$ cat src/rtl/vmem_seq.sv
// vmem_seq: splits one strided vector load/store command into single-element data_mem accesses.
// One access outstanding at a time; a watchdog aborts the command if data_mem never reports done.
module vmem_seq #(
  parameter int VLEN = 8,
  parameter int TIMEOUT = 32
) (
  input  logic        clk,
  input  logic        reset,
  input  logic        cmd_valid,
  output logic        cmd_ready,
  input  logic        cmd_rw,
  input  logic [5:0]  cmd_addr,
  input  logic [2:0]  cmd_bank,
  input  logic [5:0]  cmd_stride,
  input  logic [3:0]  cmd_len,
  output logic        cmd_done,
  output logic        cmd_err,
  output logic [2:0]  vr_rd_idx,
  input  logic [31:0] vr_rd_data,
  output logic        vr_wr_en,
  output logic [2:0]  vr_wr_idx,
  output logic [31:0] vr_wr_data,
  output logic        mem_start,
  output logic        mem_rw,
  output logic [5:0]  mem_addr,
  output logic [2:0]  mem_bank,
  output logic [31:0] mem_din,
  input  logic [31:0] mem_dout,
  input  logic        mem_ready,
  input  logic        mem_done
);
  localparam int TW = $clog2(TIMEOUT + 1);
  typedef enum logic [2:0] {IDLE, ISSUE, WAIT, FIN, ERR} state_t;
  state_t state, next;
  logic [3:0] len;
  logic [5:0] stride;
  logic [TW-1:0] wd;
  logic last, tmo, got;
  assign last = {1'b0, vr_rd_idx} == len - 4'd1;
  assign tmo = wd == TW'(TIMEOUT - 1);
  assign got = state == WAIT && mem_done;
  assign cmd_ready = state == IDLE;
  // store data flows straight from the register file, idx is frozen during ISSUE
  assign mem_din = state == ISSUE ? vr_rd_data : '0;
  always_ff @(posedge clk or posedge reset)
    if (reset) state <= IDLE;
    else state <= next;
  // done has priority over the watchdog in the same cycle
  always_comb begin
    next = state;
    case (state)
      IDLE:    next = cmd_valid ? (cmd_len == 4'd0 ? FIN : ISSUE) : IDLE;
      ISSUE:   next = mem_ready ? WAIT : ISSUE;
      WAIT:    next = mem_done ? (last ? FIN : ISSUE) : (tmo ? ERR : WAIT);
      default: next = IDLE;
    endcase
  end
  always_ff @(posedge clk or posedge reset)
    if (reset) begin
      mem_start  <= 1'b0;
      mem_rw     <= 1'b0;
      mem_addr   <= '0;
      mem_bank   <= '0;
      stride     <= '0;
      len        <= '0;
      wd         <= '0;
      vr_rd_idx  <= '0;
      vr_wr_en   <= 1'b0;
      vr_wr_idx  <= '0;
      vr_wr_data <= '0;
      cmd_done   <= 1'b0;
      cmd_err    <= 1'b0;
    end else begin
      mem_start <= next == ISSUE;
      cmd_done  <= next == FIN;
      cmd_err   <= next == ERR;
      vr_wr_en  <= got && !mem_rw;
      wd        <= state == WAIT ? wd + 1'b1 : '0;
      if (state == IDLE && cmd_valid) begin
        mem_rw    <= cmd_rw;
        mem_addr  <= cmd_addr;
        mem_bank  <= cmd_bank;
        stride    <= cmd_stride;
        len       <= cmd_len > 4'(VLEN) ? 4'(VLEN) : cmd_len;
        vr_rd_idx <= '0;
      end
      if (got && !mem_rw) begin
        vr_wr_data <= mem_dout;
        vr_wr_idx  <= vr_rd_idx;
      end
      if (got && !last) begin
        vr_rd_idx <= vr_rd_idx + 3'd1;
        mem_addr  <= mem_addr + stride;
      end
    end
endmodule

$ cat config.mk
export PLATFORM = sky130hd
export DESIGN_NAME = vmem_seq
export DESIGN_NICKNAME = d
export VERILOG_FILES = /design/src/rtl/vmem_seq.sv
export SDC_FILE = /design/constraint.sdc
export NUM_CORES = 1
export LEC_CHECK = 0
export BUFFER_PORTS_ARGS = -buffer_cell sky130_fd_sc_hd__buf_4
export CAP_MARGIN = 10
export CORE_AREA = 10 10 98 100
export DETAILED_ROUTE_END_ITERATION = 12
export DIE_AREA = 0 0 108 110
export GPL_ROUTABILITY_DRIVEN = 0
export GPL_TIMING_DRIVEN = 0
export PLACE_DENSITY = 0.78
export SETUP_SLACK_MARGIN = 0.02
export SYNTH_ARGS = -nofsm -noshare
export SYNTH_HDL_FRONTEND = slang
export SYNTH_SLANG_ARGS = --single-unit
$ cat constraint.sdc
create_clock -name clk -period 2.8 [get_ports clk]
set_clock_uncertainty 0.05 [all_clocks]
set_input_delay 0.84 -clock clk [delete_from_list [all_inputs] [get_ports clk]]
set_output_delay 0.84 -clock clk [all_outputs]
set_load 0.01 [all_outputs]
==> results.txt <==
The run finished with clean final reports. The tightest min-delay check is of the reg2reg type. The highest clock rate came out at roughly 0.38 GHz. The post-synth design cell area is 3380 sq um. The multiplexer area fraction after synthesis came out at between 10% and 20%. The max-slew violation count came out at 0. The cell-internal power is about 3300 uW.

The tool flagged a number of max-cap violations equal to 0. The number of clock buffers added by TritonCTS is 9. TritonCTS built the clock tree.

The dominant combinational cell family by area after synthesis is simple AND/OR/NAND/NOR gates. The synthesized design spends more area on one cell type than any other, namely sky130_fd_sc_hd__dfrtp_1. The remaining design rule violation count is 0. By area the synthesized netlist is led by sky130_fd_sc_hd__dfrtp_1, sky130_fd_sc_hd__mux2_2, sky130_fd_sc_hd__and2_1. The total number of vias came out at 2900. The post-route netlist has 47.5% of its cells at a drive strength greater than 1.

The number of global-route vias before repair came out at 3111. The net count of the finished layout came out at 584. The number of cells on the worst reg-to-reg path is 7.

Net switching is 36.9% of the power. The clock root buffer is sky130_fd_sc_hd__clkbuf_8. The number of clock sinks is ~70. Power spread over the standard cell area amounts to between 1000 and 1500 nW/um^2.

The design draws about 5200 uW. The number of hold-repair buffers added at the cts stage came out at 0. The worst setup path is captured at a primary output. The endpoint of the worst hold path is vr_wr_data[3].

The number of top-level pins came out at ~170. Summing all placed instances gives a cell area of about 4800 sq um. After synthesis, the share of flip-flops with an asynchronous set or reset is 100%.

The startpoint identified for the worst hold timing path is vr_wr_data[3]. The average cell area after synthesis is 11.2 sq um. The synthesized netlist devotes 18.7% of its cell area to simple gates.

The number of H-tree levels is 3. The clock transition time at the flip-flop clock pins of the worst setup and hold paths came out at 0.07 ns. The fraction of the cycle the final worst path needs came out at 93.3%. The post-synthesis compound-gate area fraction is 6.56%. The residual antenna-violating net count after detailed routing is 0. Counting distinct cell types in the post-synthesis netlist gives between 40 and 50. The clock network fraction of design power is 16.3%. For this block, the initial DRC count from the detailed router was 78.

Summed over all failing endpoints, the final setup total negative slack is 0 ns. The total wirelength of the detailed-routed design is between 9 and 10 mm. The wire length per cell is about 17 um. The part of the total power dissipated in combinational logic is roughly 50%.

Global routing used between 10% and 20% of the available met1 tracks. VDD sags by at most 0.440 mV. The first TritonRoute pass finished after 4 iterations. The gate count of the mapped netlist is 302.

met2 is the most crowded layer. The total setup violations reported at the end of the flow is 0. For this run, the number of Yosys warnings is 0. Headroom to the max-slew limit came out at 43.6%. The number of standard-cell rows in the floorplan is 32.

The worst setup path is of the reg2out kind. The synthesized net count is 400. Buffers placed on the I/O ports in this run total 173.

The worst endpoint data arrival time is approximately 1.7 ns. Synthesis inferred between 70 and 80 register bits. The number of setup buffers added after CTS is 0. The first global-routing pass estimated 15.2 mm of wire. In this run the critical register-to-register path is launched from len[0]. The setup slack on the worst flop-to-flop path is 0.49 ns. The maximum net fanout on the critical path is 10. Global routing used between 10% and 20% of the available tracks. The design area came out at roughly 5000 sq um. At the pin with the least slew margin, the transition time is ~0.85 ns. Setup repair after global routing left no endpoint under its margin. The initial core utilization came out at 44.1%. The hold violation total from the final report is 0. The number of enable flip-flop cells after synthesis is 0. For met2 alone, demand over resource in global routing was around a quarter. The post-cts sizing count came out at 1. For this run, the leading register cell type out of synthesis is sky130_fd_sc_hd__dfrtp_1. The worst setup path is launched from a register. The met3 routing resource usage after global routing is 11.6%.

The global route total overflow came out at 0. In this run the static leakage power is 0.00257 uW. The shortest period the worst path allows came out at approximately 2.6 ns. The fraction of post-synthesis cell area in the top cell type by area came out at 52.6%. The horizontal die dimension came out at 108 um. The xor/xnor cell area share of the yosys netlist came out at 2.56%. The switching power summed over all nets came out at 1910 uW. Counting instances, the worst hold path has a depth of 1.

The chip height came out at 110 um. The share of total power dissipated in sequential elements is 33.8%. The number of antenna violations at the first check in global routing came to 0. The maximum number of pins on one net before global-route repair came out at 72. The core footprint came out at 7650 sq um. The worst hold slack after final layout is around 0.44 ns.

The full die area came out at 11900 sq um. 0 antenna diodes ended up in the layout. The latest clock arrival within the worst-skew pair came out at 0.34 ns. The post-synthesis adder-cell area fraction is under 10%. The deepest clock path buffer count is 2. The number of vias per cell after detailed routing came out at just under 5. The half-perimeter wire length of the detailed placement result came out at 8.04 mm. The endpoint identified for the worst register-to-register timing path is mem_addr[5]. Compared with the post-synthesis result, the final layout area differs by 48.8%. The worst path required time is 1.91 ns. The portion of the post-synthesis area used by sequential elements is 52.6%.
## cells in the final DEF, fill, tap and decap left out, types with 2 or more instances in the layout
| master | instances |
|---|---|
| sky130_fd_sc_hd__xnor2_1 | 6 |
| sky130_fd_sc_hd__nor2_1 | 12 |
| sky130_fd_sc_hd__a21oi_1 | 5 |
| sky130_fd_sc_hd__clkbuf_8 | 12 |
| sky130_fd_sc_hd__clkbuf_1 | 6 |
| sky130_fd_sc_hd__buf_4 | 173 |
| sky130_fd_sc_hd__nand2_1 | 46 |
| sky130_fd_sc_hd__buf_2 | 3 |
| sky130_fd_sc_hd__inv_1 | 9 |
| sky130_fd_sc_hd__a31oi_1 | 3 |
| sky130_fd_sc_hd__mux2_1 | 10 |
| sky130_fd_sc_hd__a211oi_1 | 2 |
| sky130_fd_sc_hd__a22oi_1 | 2 |
| sky130_fd_sc_hd__nor3b_2 | 2 |
| sky130_fd_sc_hd__xor2_1 | 2 |
| sky130_fd_sc_hd__or3b_2 | 2 |
| sky130_fd_sc_hd__dfrtp_1 | 71 |
| sky130_fd_sc_hd__and2_1 | 34 |
| sky130_fd_sc_hd__nand3_1 | 8 |
| sky130_fd_sc_hd__and3_1 | 3 |
| sky130_fd_sc_hd__a21o_1 | 3 |
| sky130_fd_sc_hd__nand3b_1 | 3 |
| sky130_fd_sc_hd__o21ai_0 | 6 |
| sky130_fd_sc_hd__mux2_2 | 26 |
| sky130_fd_sc_hd__mux2i_1 | 3 |
| sky130_fd_sc_hd__ha_1 | 8 |
| sky130_fd_sc_hd__clkinv_2 | 2 |
| sky130_fd_sc_hd__o211ai_1 | 2 |
| sky130_fd_sc_hd__nor3_1 | 2 |
## metrics by stage
stage / cells / utilization, % / setup slack [ns]
finish: 593 / 65.7 / 0.186
global route: 593 / 65.7 / 0.0227
CTS: 593 / 65.6 / 0.0934
detailed placement: 577 / 62.8 / 0.279
global placement: 577 / 62.8 / -0.701
floorplan: 302 / - / 0.113
## power by group through the flow
| stage | Combinational, uW | Clock (uW) | Sequential (uW) |
|---|---|---|---|
| floorplan | 1280 | 0 | 1870 |
| global placement | 2550 | 0 | 1740 |
| detailed placement | 2610 | 0 | 1760 |
| CTS | 2620 | 861 | 1750 |
| global route | 2860 | 910 | 1810 |
| finish | 2580 | 840 | 1750 |
## synthesized netlist by cell type, types with 3 or more instances
| master | n |
|---|---|
| sky130_fd_sc_hd__ha_1 | 8 |
| sky130_fd_sc_hd__buf_2 | 3 |
| sky130_fd_sc_hd__clkbuf_1 | 7 |
| sky130_fd_sc_hd__o21ai_0 | 6 |
| sky130_fd_sc_hd__mux2_2 | 26 |
| sky130_fd_sc_hd__dfrtp_1 | 71 |
| sky130_fd_sc_hd__a31oi_1 | 3 |
| sky130_fd_sc_hd__a21o_1 | 3 |
| sky130_fd_sc_hd__nor2_1 | 12 |
| sky130_fd_sc_hd__mux2_1 | 10 |
| sky130_fd_sc_hd__xnor2_1 | 6 |
| sky130_fd_sc_hd__nand2_1 | 46 |
| sky130_fd_sc_hd__and2_1 | 34 |
| sky130_fd_sc_hd__and3_1 | 3 |
| sky130_fd_sc_hd__nand3_1 | 8 |
| sky130_fd_sc_hd__mux2i_1 | 3 |
| sky130_fd_sc_hd__inv_1 | 10 |
| sky130_fd_sc_hd__nand3b_1 | 3 |
| sky130_fd_sc_hd__a21oi_1 | 5 |
## critical path: stages (launching register included)
cell and delay (ns):
sky130_fd_sc_hd__dfrtp_1 0.45, sky130_fd_sc_hd__nor3b_4 0.33, sky130_fd_sc_hd__buf_1 0.27, sky130_fd_sc_hd__and2_1 0.20, sky130_fd_sc_hd__buf_4 0.13
## flip-flops by register name (all words and copies together) (netlist names)
name and count:
vr_wr_data 32, wd 6, mem_rw 1, cmd_done 1, len 4, vr_wr_en 1
mem_addr 6, cmd_err 1, stride 6, vr_wr_idx 3, mem_start 1, mem_bank 3
vr_rd_idx 3, state 3
## per-layer routing
layer | vias up | part of all wire (%)
met3 | 8 | 15
met1 | 1345 | 39
met2 | 152 | 45
li1 | 1395 | -
met4 | 0 | 0.91
met5 | - | 0
## cell families (layout without fill, tap and decap cells)
| logic type | Yosys count | after routing |
|---|---|---|
| adders and majority gates | 9 | 9 |
| buffers and inverters | 22 | 211 |
| DFF | 71 | 71 |
| and+or+nand+nor | 120 | 120 |
| xor gates and xnor gates | 9 | 9 |
| AOI/OAI and AO/OA | 32 | 32 |
| muxes | 39 | 39 |
## worst max-delay path by stage
stage | startpoint | to | slack, ns | cells after the start
after floorplan | reset | cmd_done | 0.11 | 1
after CTS | state[2] | mem_din[25] | 0.09 | 4
after global routing | state[2] | mem_din[24] | 0.02 | 4
final | state[2] | mem_din[24] | 0.19 | 4
after detailed placement | state[2] | mem_din[25] | 0.28 | 4
after global placement | reset | vr_wr_data[0] | -0.70 | 2
## final cells by class
| type | count | area, sq um |
|---|---|---|
| inverters | 10 | 40.0 |
| repair buffers | 173 | 1300 |
| flip-flops and latches | 71 | 1780 |
| clock inverters | 5 | 56.3 |
| well taps | 102 | 128 |
| fillers | 621 | 2620 |
| multi-input cells | 209 | 1510 |
| clock buffers | 11 | 151 |
| plain buffers | 12 | 66.3 |
Power figures use the tool's default switching activity.
